==> config.mk <==
export PLATFORM = sky130hd
export DESIGN_NAME = fft_bfly_stage_flat
export DESIGN_NICKNAME = d
export VERILOG_FILES = /design/src/rtl/fft_pkg.sv /design/src/rtl/fft_bfly_stage_if.sv /design/src/rtl/fft_bfly_lane.sv /design/src/rtl/fft_bfly_stage.sv /design/src/flat_wrapper.sv
export SDC_FILE = /design/constraint.sdc
export NUM_CORES = 2
export LEC_CHECK = 0
export CAP_MARGIN = 20
export CORE_MARGIN = 2
export CORE_UTILIZATION = 44
export DETAILED_ROUTE_END_ITERATION = 6
export PLACE_DENSITY = 0.63
export REMOVE_ABC_BUFFERS = 1
export SLEW_MARGIN = 10
export SYNTH_ARGS = -nofsm -noshare
export SYNTH_HDL_FRONTEND = slang
export SYNTH_HIERARCHICAL = 1
export SYNTH_SLANG_ARGS = --single-unit
==> constraint.sdc <==
create_clock -name clk -period 4 [get_ports clk]
set_input_delay 0.8 -clock clk [delete_from_list [all_inputs] [get_ports clk]]
set_output_delay 0.8 -clock clk [all_outputs]
set_load 0.01 [all_outputs]
==> src/rtl/fft_pkg.sv <==
// Shared types and helpers for the radix-2 butterfly datapath.
package fft_pkg;

  // Wide signed intermediate; comfortably holds I_WIDTH+2 for any practical
  // sample width.
  localparam int WIDE_W = 32;
  typedef logic signed [WIDE_W-1:0] wide_t;

  // Index of the lane this lane is paired with inside its 2*stride block.
  function automatic int bfly_partner(input int lane, input int stride);
    int p;
    p = lane % (2 * stride);
    return (p < stride) ? lane + stride : lane - stride;
  endfunction

  // True for the upper half of a block, which produces the difference.
  function automatic bit bfly_is_diff(input int lane, input int stride);
    return (lane % (2 * stride)) >= stride;
  endfunction

  // Optional divide-by-2 (round half up), then clamp to o_width signed range.
  function automatic wide_t sat_round(input wide_t r, input int o_width,
                                      input logic scale, output logic clamped);
    wide_t v;
    wide_t v_max;
    wide_t v_min;
    v       = scale ? ((r + wide_t'(1)) >>> 1) : r;
    v_max   = (wide_t'(1) <<< (o_width - 1)) - wide_t'(1);
    v_min   = -v_max - wide_t'(1);
    clamped = 1'b0;
    if (v > v_max) begin
      v       = v_max;
      clamped = 1'b1;
    end else if (v < v_min) begin
      v       = v_min;
      clamped = 1'b1;
    end
    return v;
  endfunction

endpackage

==> src/rtl/fft_bfly_stage_if.sv <==
// Beat-level handshake bundle between a butterfly stage and its neighbours.
interface fft_bfly_stage_if #(
  parameter int I_WIDTH = 13,
  parameter int O_WIDTH = 14,
  parameter int N_LANES = 16
);
  logic                      in_valid;
  logic                      in_ready;
  logic                      scale_en;
  logic signed [I_WIDTH-1:0] din_re [0:N_LANES-1];
  logic signed [I_WIDTH-1:0] din_im [0:N_LANES-1];
  logic                      out_valid;
  logic                      out_ready;
  logic signed [O_WIDTH-1:0] dout_re [0:N_LANES-1];
  logic signed [O_WIDTH-1:0] dout_im [0:N_LANES-1];

  modport master (
    output in_valid, scale_en, din_re, din_im, out_ready,
    input  in_ready, out_valid, dout_re, dout_im
  );

  modport slave (
    input  in_valid, scale_en, din_re, din_im, out_ready,
    output in_ready, out_valid, dout_re, dout_im
  );
endinterface

==> src/rtl/fft_bfly_lane.sv <==
// One complex butterfly lane: add/sub into S1, round/saturate into S2.
module fft_bfly_lane
  import fft_pkg::*;
#(
  parameter int I_WIDTH = 13,
  parameter int O_WIDTH = 14,
  parameter bit IS_DIFF = 1'b0
) (
  input  logic                      clk,
  input  logic                      rstn,
  input  logic                      adv,
  input  logic                      s1_scale,
  input  logic signed [I_WIDTH-1:0] a_re,
  input  logic signed [I_WIDTH-1:0] a_im,
  input  logic signed [I_WIDTH-1:0] b_re,
  input  logic signed [I_WIDTH-1:0] b_im,
  output logic signed [O_WIDTH-1:0] dout_re,
  output logic signed [O_WIDTH-1:0] dout_im,
  output logic                      clamp
);

  typedef logic signed [I_WIDTH:0]   sum_t;
  typedef logic signed [O_WIDTH-1:0] out_t;

  sum_t  r_re_d, r_im_d;
  sum_t  r_re_q, r_im_q;
  wide_t v_re, v_im;
  logic  clamp_re, clamp_im;

  // Exact sum (lower half of block) or difference (upper half), one bit wider.
  always_comb begin
    r_re_d = IS_DIFF ? (sum_t'(a_re) - sum_t'(b_re)) : (sum_t'(a_re) + sum_t'(b_re));
    r_im_d = IS_DIFF ? (sum_t'(a_im) - sum_t'(b_im)) : (sum_t'(a_im) + sum_t'(b_im));
  end

  // S1: hold the exact butterfly result while downstream stalls.
  always_ff @(posedge clk) begin
    // NOTE: data registers are reset too, so dout reads 0 right after reset
    // rather than whatever the datapath last held.
    if (!rstn) begin
      // NOTE: state is always written with <= so every register samples the
      // pre-edge values, independent of block ordering.
      r_re_q <= '0;
      r_im_q <= '0;
    end else if (adv) begin
      r_re_q <= r_re_d;
      r_im_q <= r_im_d;
    end
  end

  // Scale/round/saturate the S1 values; flag if either component clamped.
  always_comb begin
    v_re  = sat_round(wide_t'(r_re_q), O_WIDTH, s1_scale, clamp_re);
    v_im  = sat_round(wide_t'(r_im_q), O_WIDTH, s1_scale, clamp_im);
    clamp = clamp_re | clamp_im;
  end

  // S2: output register; stable under stall.
  always_ff @(posedge clk) begin
    if (!rstn) begin
      dout_re <= '0;
      dout_im <= '0;
    end else if (adv) begin
      dout_re <= out_t'(v_re);
      dout_im <= out_t'(v_im);
    end
  end

endmodule

==> src/rtl/fft_bfly_stage.sv <==
// Radix-2 butterfly stage: N_LANES lanes, 2-deep pipeline, valid/ready flow
// control and a sticky saturation flag.
module fft_bfly_stage
  import fft_pkg::*;
#(
  parameter int I_WIDTH = 13,
  parameter int O_WIDTH = 14,
  parameter int N_LANES = 16,
  parameter int STRIDE  = 2
) (
  input  logic                 clk,
  input  logic                 rstn,
  fft_bfly_stage_if.slave      bus,
  input  logic                 ovf_clr,
  output logic                 ovf_sticky
);

  logic                      stall;
  logic                      adv;
  logic                      s1_valid;
  logic                      s1_scale;
  logic                      lane_clamp [0:N_LANES-1];
  logic                      any_clamp;
  logic                      sat_event;
  logic signed [O_WIDTH-1:0] dout_re_w [0:N_LANES-1];
  logic signed [O_WIDTH-1:0] dout_im_w [0:N_LANES-1];

  // Both stages move together; only a held output beat freezes them.
  assign stall        = bus.out_valid & ~bus.out_ready;
  assign adv          = ~stall;
  assign bus.in_ready = adv;

  // OR of per-lane clamp flags for the beat currently in S1.
  always_comb begin
    // NOTE: default first so every path assigns any_clamp and no latch forms.
    any_clamp = 1'b0;
    for (int i = 0; i < N_LANES; i++) begin
      any_clamp = any_clamp | lane_clamp[i];
    end
  end

  assign sat_event = s1_valid & adv & any_clamp;

  // Valid pipeline, per-beat scale flag and sticky overflow.
  always_ff @(posedge clk) begin
    if (!rstn) begin
      s1_valid      <= 1'b0;
      s1_scale      <= 1'b0;
      bus.out_valid <= 1'b0;
      ovf_sticky    <= 1'b0;
    end else begin
      if (adv) begin
        s1_valid      <= bus.in_valid;
        s1_scale      <= bus.scale_en;
        bus.out_valid <= s1_valid;
      end
      ovf_sticky <= (ovf_sticky & ~ovf_clr) | sat_event;
    end
  end

  // One lane per output; lower index of each pair is always the 'a' operand.
  for (genvar i = 0; i < N_LANES; i++) begin : g_lane
    localparam bit DIFF = bfly_is_diff(i, STRIDE);
    localparam int LO   = DIFF ? bfly_partner(i, STRIDE) : i;
    localparam int HI   = DIFF ? i : bfly_partner(i, STRIDE);

    fft_bfly_lane #(
      .I_WIDTH (I_WIDTH),
      .O_WIDTH (O_WIDTH),
      .IS_DIFF (DIFF)
    ) u_lane (
      .clk      (clk),
      .rstn     (rstn),
      .adv      (adv),
      .s1_scale (s1_scale),
      .a_re     (bus.din_re[LO]),
      .a_im     (bus.din_im[LO]),
      .b_re     (bus.din_re[HI]),
      .b_im     (bus.din_im[HI]),
      .dout_re  (dout_re_w[i]),
      .dout_im  (dout_im_w[i]),
      .clamp    (lane_clamp[i])
    );
  end

  assign bus.dout_re = dout_re_w;
  assign bus.dout_im = dout_im_w;

endmodule

==> src/flat_wrapper.sv <==
// flat-port wrapper written by rule: the top's interface ports become plain ports
module fft_bfly_stage_flat import fft_pkg::*;
#(
  parameter int I_WIDTH = 13,
  parameter int O_WIDTH = 14,
  parameter int N_LANES = 16,
  parameter int STRIDE  = 2
)
  (clk, rstn, ovf_clr, ovf_sticky, bus_in_valid, bus_scale_en, bus_din_re, bus_din_im, bus_out_ready, bus_in_ready, bus_out_valid, bus_dout_re, bus_dout_im);
  fft_bfly_stage_if #(.I_WIDTH(I_WIDTH), .O_WIDTH(O_WIDTH), .N_LANES(N_LANES)) bus_i ();
  input  logic clk;
  input  logic rstn;
  input  logic ovf_clr;
  output logic ovf_sticky;
  input wire logic [$bits(bus_i.in_valid)-1:0] bus_in_valid;
  input wire logic [$bits(bus_i.scale_en)-1:0] bus_scale_en;
  input wire logic [$bits(bus_i.din_re)-1:0] bus_din_re;
  input wire logic [$bits(bus_i.din_im)-1:0] bus_din_im;
  input wire logic [$bits(bus_i.out_ready)-1:0] bus_out_ready;
  output wire logic [$bits(bus_i.in_ready)-1:0] bus_in_ready;
  output wire logic [$bits(bus_i.out_valid)-1:0] bus_out_valid;
  output wire logic [$bits(bus_i.dout_re)-1:0] bus_dout_re;
  output wire logic [$bits(bus_i.dout_im)-1:0] bus_dout_im;
  assign bus_i.in_valid = bus_in_valid;
  assign bus_i.scale_en = bus_scale_en;
  assign bus_i.din_re = {>>{bus_din_re}};
  assign bus_i.din_im = {>>{bus_din_im}};
  assign bus_i.out_ready = bus_out_ready;
  assign bus_in_ready = bus_i.in_ready;
  assign bus_out_valid = bus_i.out_valid;
  assign bus_dout_re = {>>{bus_i.dout_re}};
  assign bus_dout_im = {>>{bus_i.dout_im}};
  fft_bfly_stage #(.I_WIDTH(I_WIDTH), .O_WIDTH(O_WIDTH), .N_LANES(N_LANES), .STRIDE(STRIDE)) u_core (.clk(clk), .rstn(rstn), .bus(bus_i), .ovf_clr(ovf_clr), .ovf_sticky(ovf_sticky));
endmodule
==> flow_summary.yaml <==
clock_tree:
  clk_latency_ns: 0.73
  cts_max_level: 3
  cts_tree: "yes"
  clk_pin_slew_ns: 0.05
  clockBufferDepth: 3
  cts_root_buf: "clkbuf_16"
  ctsHoldBuffers: 0
  cts_resized: 0
  cts_made_buffers: 108
  cts_sinks: 900
  cts_setup_buffers: 0
die:
  pin_count: 873
  core_mm2: 0.144
  die_w_um: 385
  dieArea_mm2: 0.149
  die_h_um: 385
  start_util_pct: 44.5
  std_cell_rows: 139
logic_synthesis:
  synthArstFlopShare_pct: 0
  synth_area_leaders: "dfxtp_1 28%, ha_1 8.8%, a21oi_1 5.6%"
  yosysWarnings: 6
  syn_inst: 8148
  ys_ff_latch: 900
  synth_area_mm2: 0.0640
  yosysTopAreaCell: "dfxtp_1"
  synth_edf_count: 0
  avgSynthCellArea_um2: 7.86
  synth_top_area_share_pct: 28.1
  synth_flop_cell: "dfxtp_1"
  synth.distinct_cells: 111
  ys_seq_area_share_pct: 28.1
power_and_ir_drop:
  peakVddDrop_mv: 0.380
  leakage_nw: 31.6
  p_per_area_mw_per_mm2: 381
timing:
  hold_violations: 0
  tightest_slew_ns: 0.974
  setup_viol: 0
  rsz0062_at_grt: "no"
  fmax_mhz: 297
  finalMaxSlewViolations: 0
  skew_ns: 0.0372
  period_share_pct: 84.1
  relSlewSlack_pct: 34.7
  setup-tns-final_ns: 0
  post-route-min-period_ns: 3.36
final_layout:
  design_area_mm2: 0.0781
  fillers: 13700
  fin_nets: 9661
  final_cell_mix: "899 x dfxtp_1, 871 x clkdlybuf4s50_1, 715 x a21oi_1"
  multiInputGateArea_mm2: 0.0422
  fin_cells: 10800
  seq_area_mm2: 0.0180
  final_common_cell: "dfxtp_1"
  drive_gt1_share_pct: 5.57
  syn_to_final_growth_pct: 22.0
place:
  dp_hpwl_mm: 177
  placed_cell_area_mm2: 0.0742
  placed_cells: 10600
  io_buffers: 872
  routabilityCongestion: 0.986
worst_setup_path:
  crit_type: "input pin to output pin"
  endpoint: "bus_in_ready"
  crit_fanout: 39
  r2r_start: "u_core/bus.out_valid"
  startpoint_type: "input pin"
  r2r_slack_ns: 1.36
  cp-end-kind: "output pin"
  crit_required_ns: 3.20
  r2r_cells: 7
  startpoint: "bus_out_ready"
  cp_data_arrival_time_ns: 2.56
  reg2reg_to: "u_core/g_lane[7].u_lane/dout_im[13]"
detailed_routing:
  vias: 64200
  ant_nets: 0
  drc_errors: 0
  first_pass_iters: 6
  wl_mm: 229
  wl_per_cell_um: 21.2
  drt_first_iter_violations: 4704
  via_per_inst: 5.95
job:
  drv_cap: 0
global_route:
  antenna_found_initial: 53
  gr-total-overflow: 0
  grt_pass1_vias: 59200
  grt_usage_pct: 29.3
  grt_max_degree: 88
  grt_pass1_wl_mm: 347
worst_hold_path:
  hp-class: "register to register"
outcome:
  status: "completed"
final cells by class:
type / count / share of cell area (%)
Antenna cell: 24 / 0.0769
Timing Repair Buffer: 1003 / 12.7
Inverter: 447 / 2.16
Sequential cell: 900 / 23.1
Tap cell: 1903 / 3.05
Clock inverter: 40 / 0.713
Clock buffer: 161 / 4.14
Multi-Input combinational cell: 6299 / 54.0
Yosys cell counts (117+ instances only):
master / n
nor2_1: 532
nand4_1: 140
ha_1: 448
a211oi_1: 224
clkbuf_1: 330
nor3_1: 165
o21a_1: 148
o21ai_0: 427
inv_1: 420
dfxtp_1: 900
nand3_1: 372
mux2i_1: 200
xnor2_1: 117
a21oi_1: 715
nand2_1: 696
nor2b_1: 175
a21o_1: 209
routing by layer:
metal / part of all wire, % / track usage (%)
met2: 45 / 46.5
met3: 8.3 / 7.95
met1: 43 / 37.5
met5: 0.16 / 0
met4: 4.1 / 11.7
registers in the layout, summed over array words and instances, names as in the netlist:
name,flops
u_core/g_lane.u_lane/r_re_q,224
u_core/g_lane.u_lane/dout_re,224
u_core/s1_scale,1
u_core/g_lane.u_lane/dout_im,224
u_core/s1_valid,1
u_core/bus.out_valid,1
u_core/g_lane.u_lane/r_im_q,224
u_core/ovf_sticky,1
worst min path at each step:
stage / start / end / slack, ns / cells past startpoint
2_1_floorplan: u_core/g_lane[11].u_lane/r_im_q[12] / u_core/g_lane[11].u_lane/r_im_q[12] / 0.45 / 2
3_5_place_dp: u_core/g_lane[13].u_lane/dout_im[10] / u_core/g_lane[13].u_lane/dout_im[10] / 0.44 / 1
6_report: u_core/g_lane[14].u_lane/dout_re[12] / u_core/g_lane[14].u_lane/dout_re[12] / 0.45 / 2
5_1_grt: u_core/g_lane[13].u_lane/dout_im[10] / u_core/g_lane[13].u_lane/dout_im[10] / 0.47 / 1
3_3_place_gp: u_core/g_lane[3].u_lane/dout_re[10] / u_core/g_lane[3].u_lane/dout_re[10] / 0.43 / 1
4_1_cts: u_core/g_lane[14].u_lane/dout_re[12] / u_core/g_lane[14].u_lane/dout_re[12] / 0.45 / 2
where the power goes:
part	switching [mW]	leakage (nW)	internal, mW	total [mW]
clock	4.22	1.87	6.34	10.6
combinational	4.22	22.3	3.67	7.88
sequential	1.33	7.45	9.98	11.3
total	9.76	31.6	20.0	29.8
through the flow:
stage	util, %	power [mW]	hold WS, ns	setup slack (ns)
5_1_grt	54.2	31.3	0.467	0.574
2_1_floorplan	-	16.3	0.453	-18.67
3_3_place_gp	51.6	19.1	0.432	0.542
3_5_place_dp	51.6	19.2	0.442	0.514
4_1_cts	54.2	29.9	0.452	0.612
6_report	54.2	29.8	0.447	0.638
cell families after synthesis:
kind of cell               count (synthesis)  share of synthesized area (%)
other                                     16                         0.0938
and+or+nand+nor                         2682                           21.6
muxes                                    218                           3.44
DFF                                      900                           28.1
xor gates and xnor gates                 169                           2.31
adders and majority gates                480                           9.75
AOI/OAI and AO/OA                       2734                           28.7
buffers and inverters                    949                           5.97
worst max-delay path, stage by stage:
cell and delay (ns):
clkdlybuf4s50_1 0.40, nor2b_1 0.44, inv_8 0.28, clkdlybuf4s50_1 0.63
(Power assumes the default switching activity.)
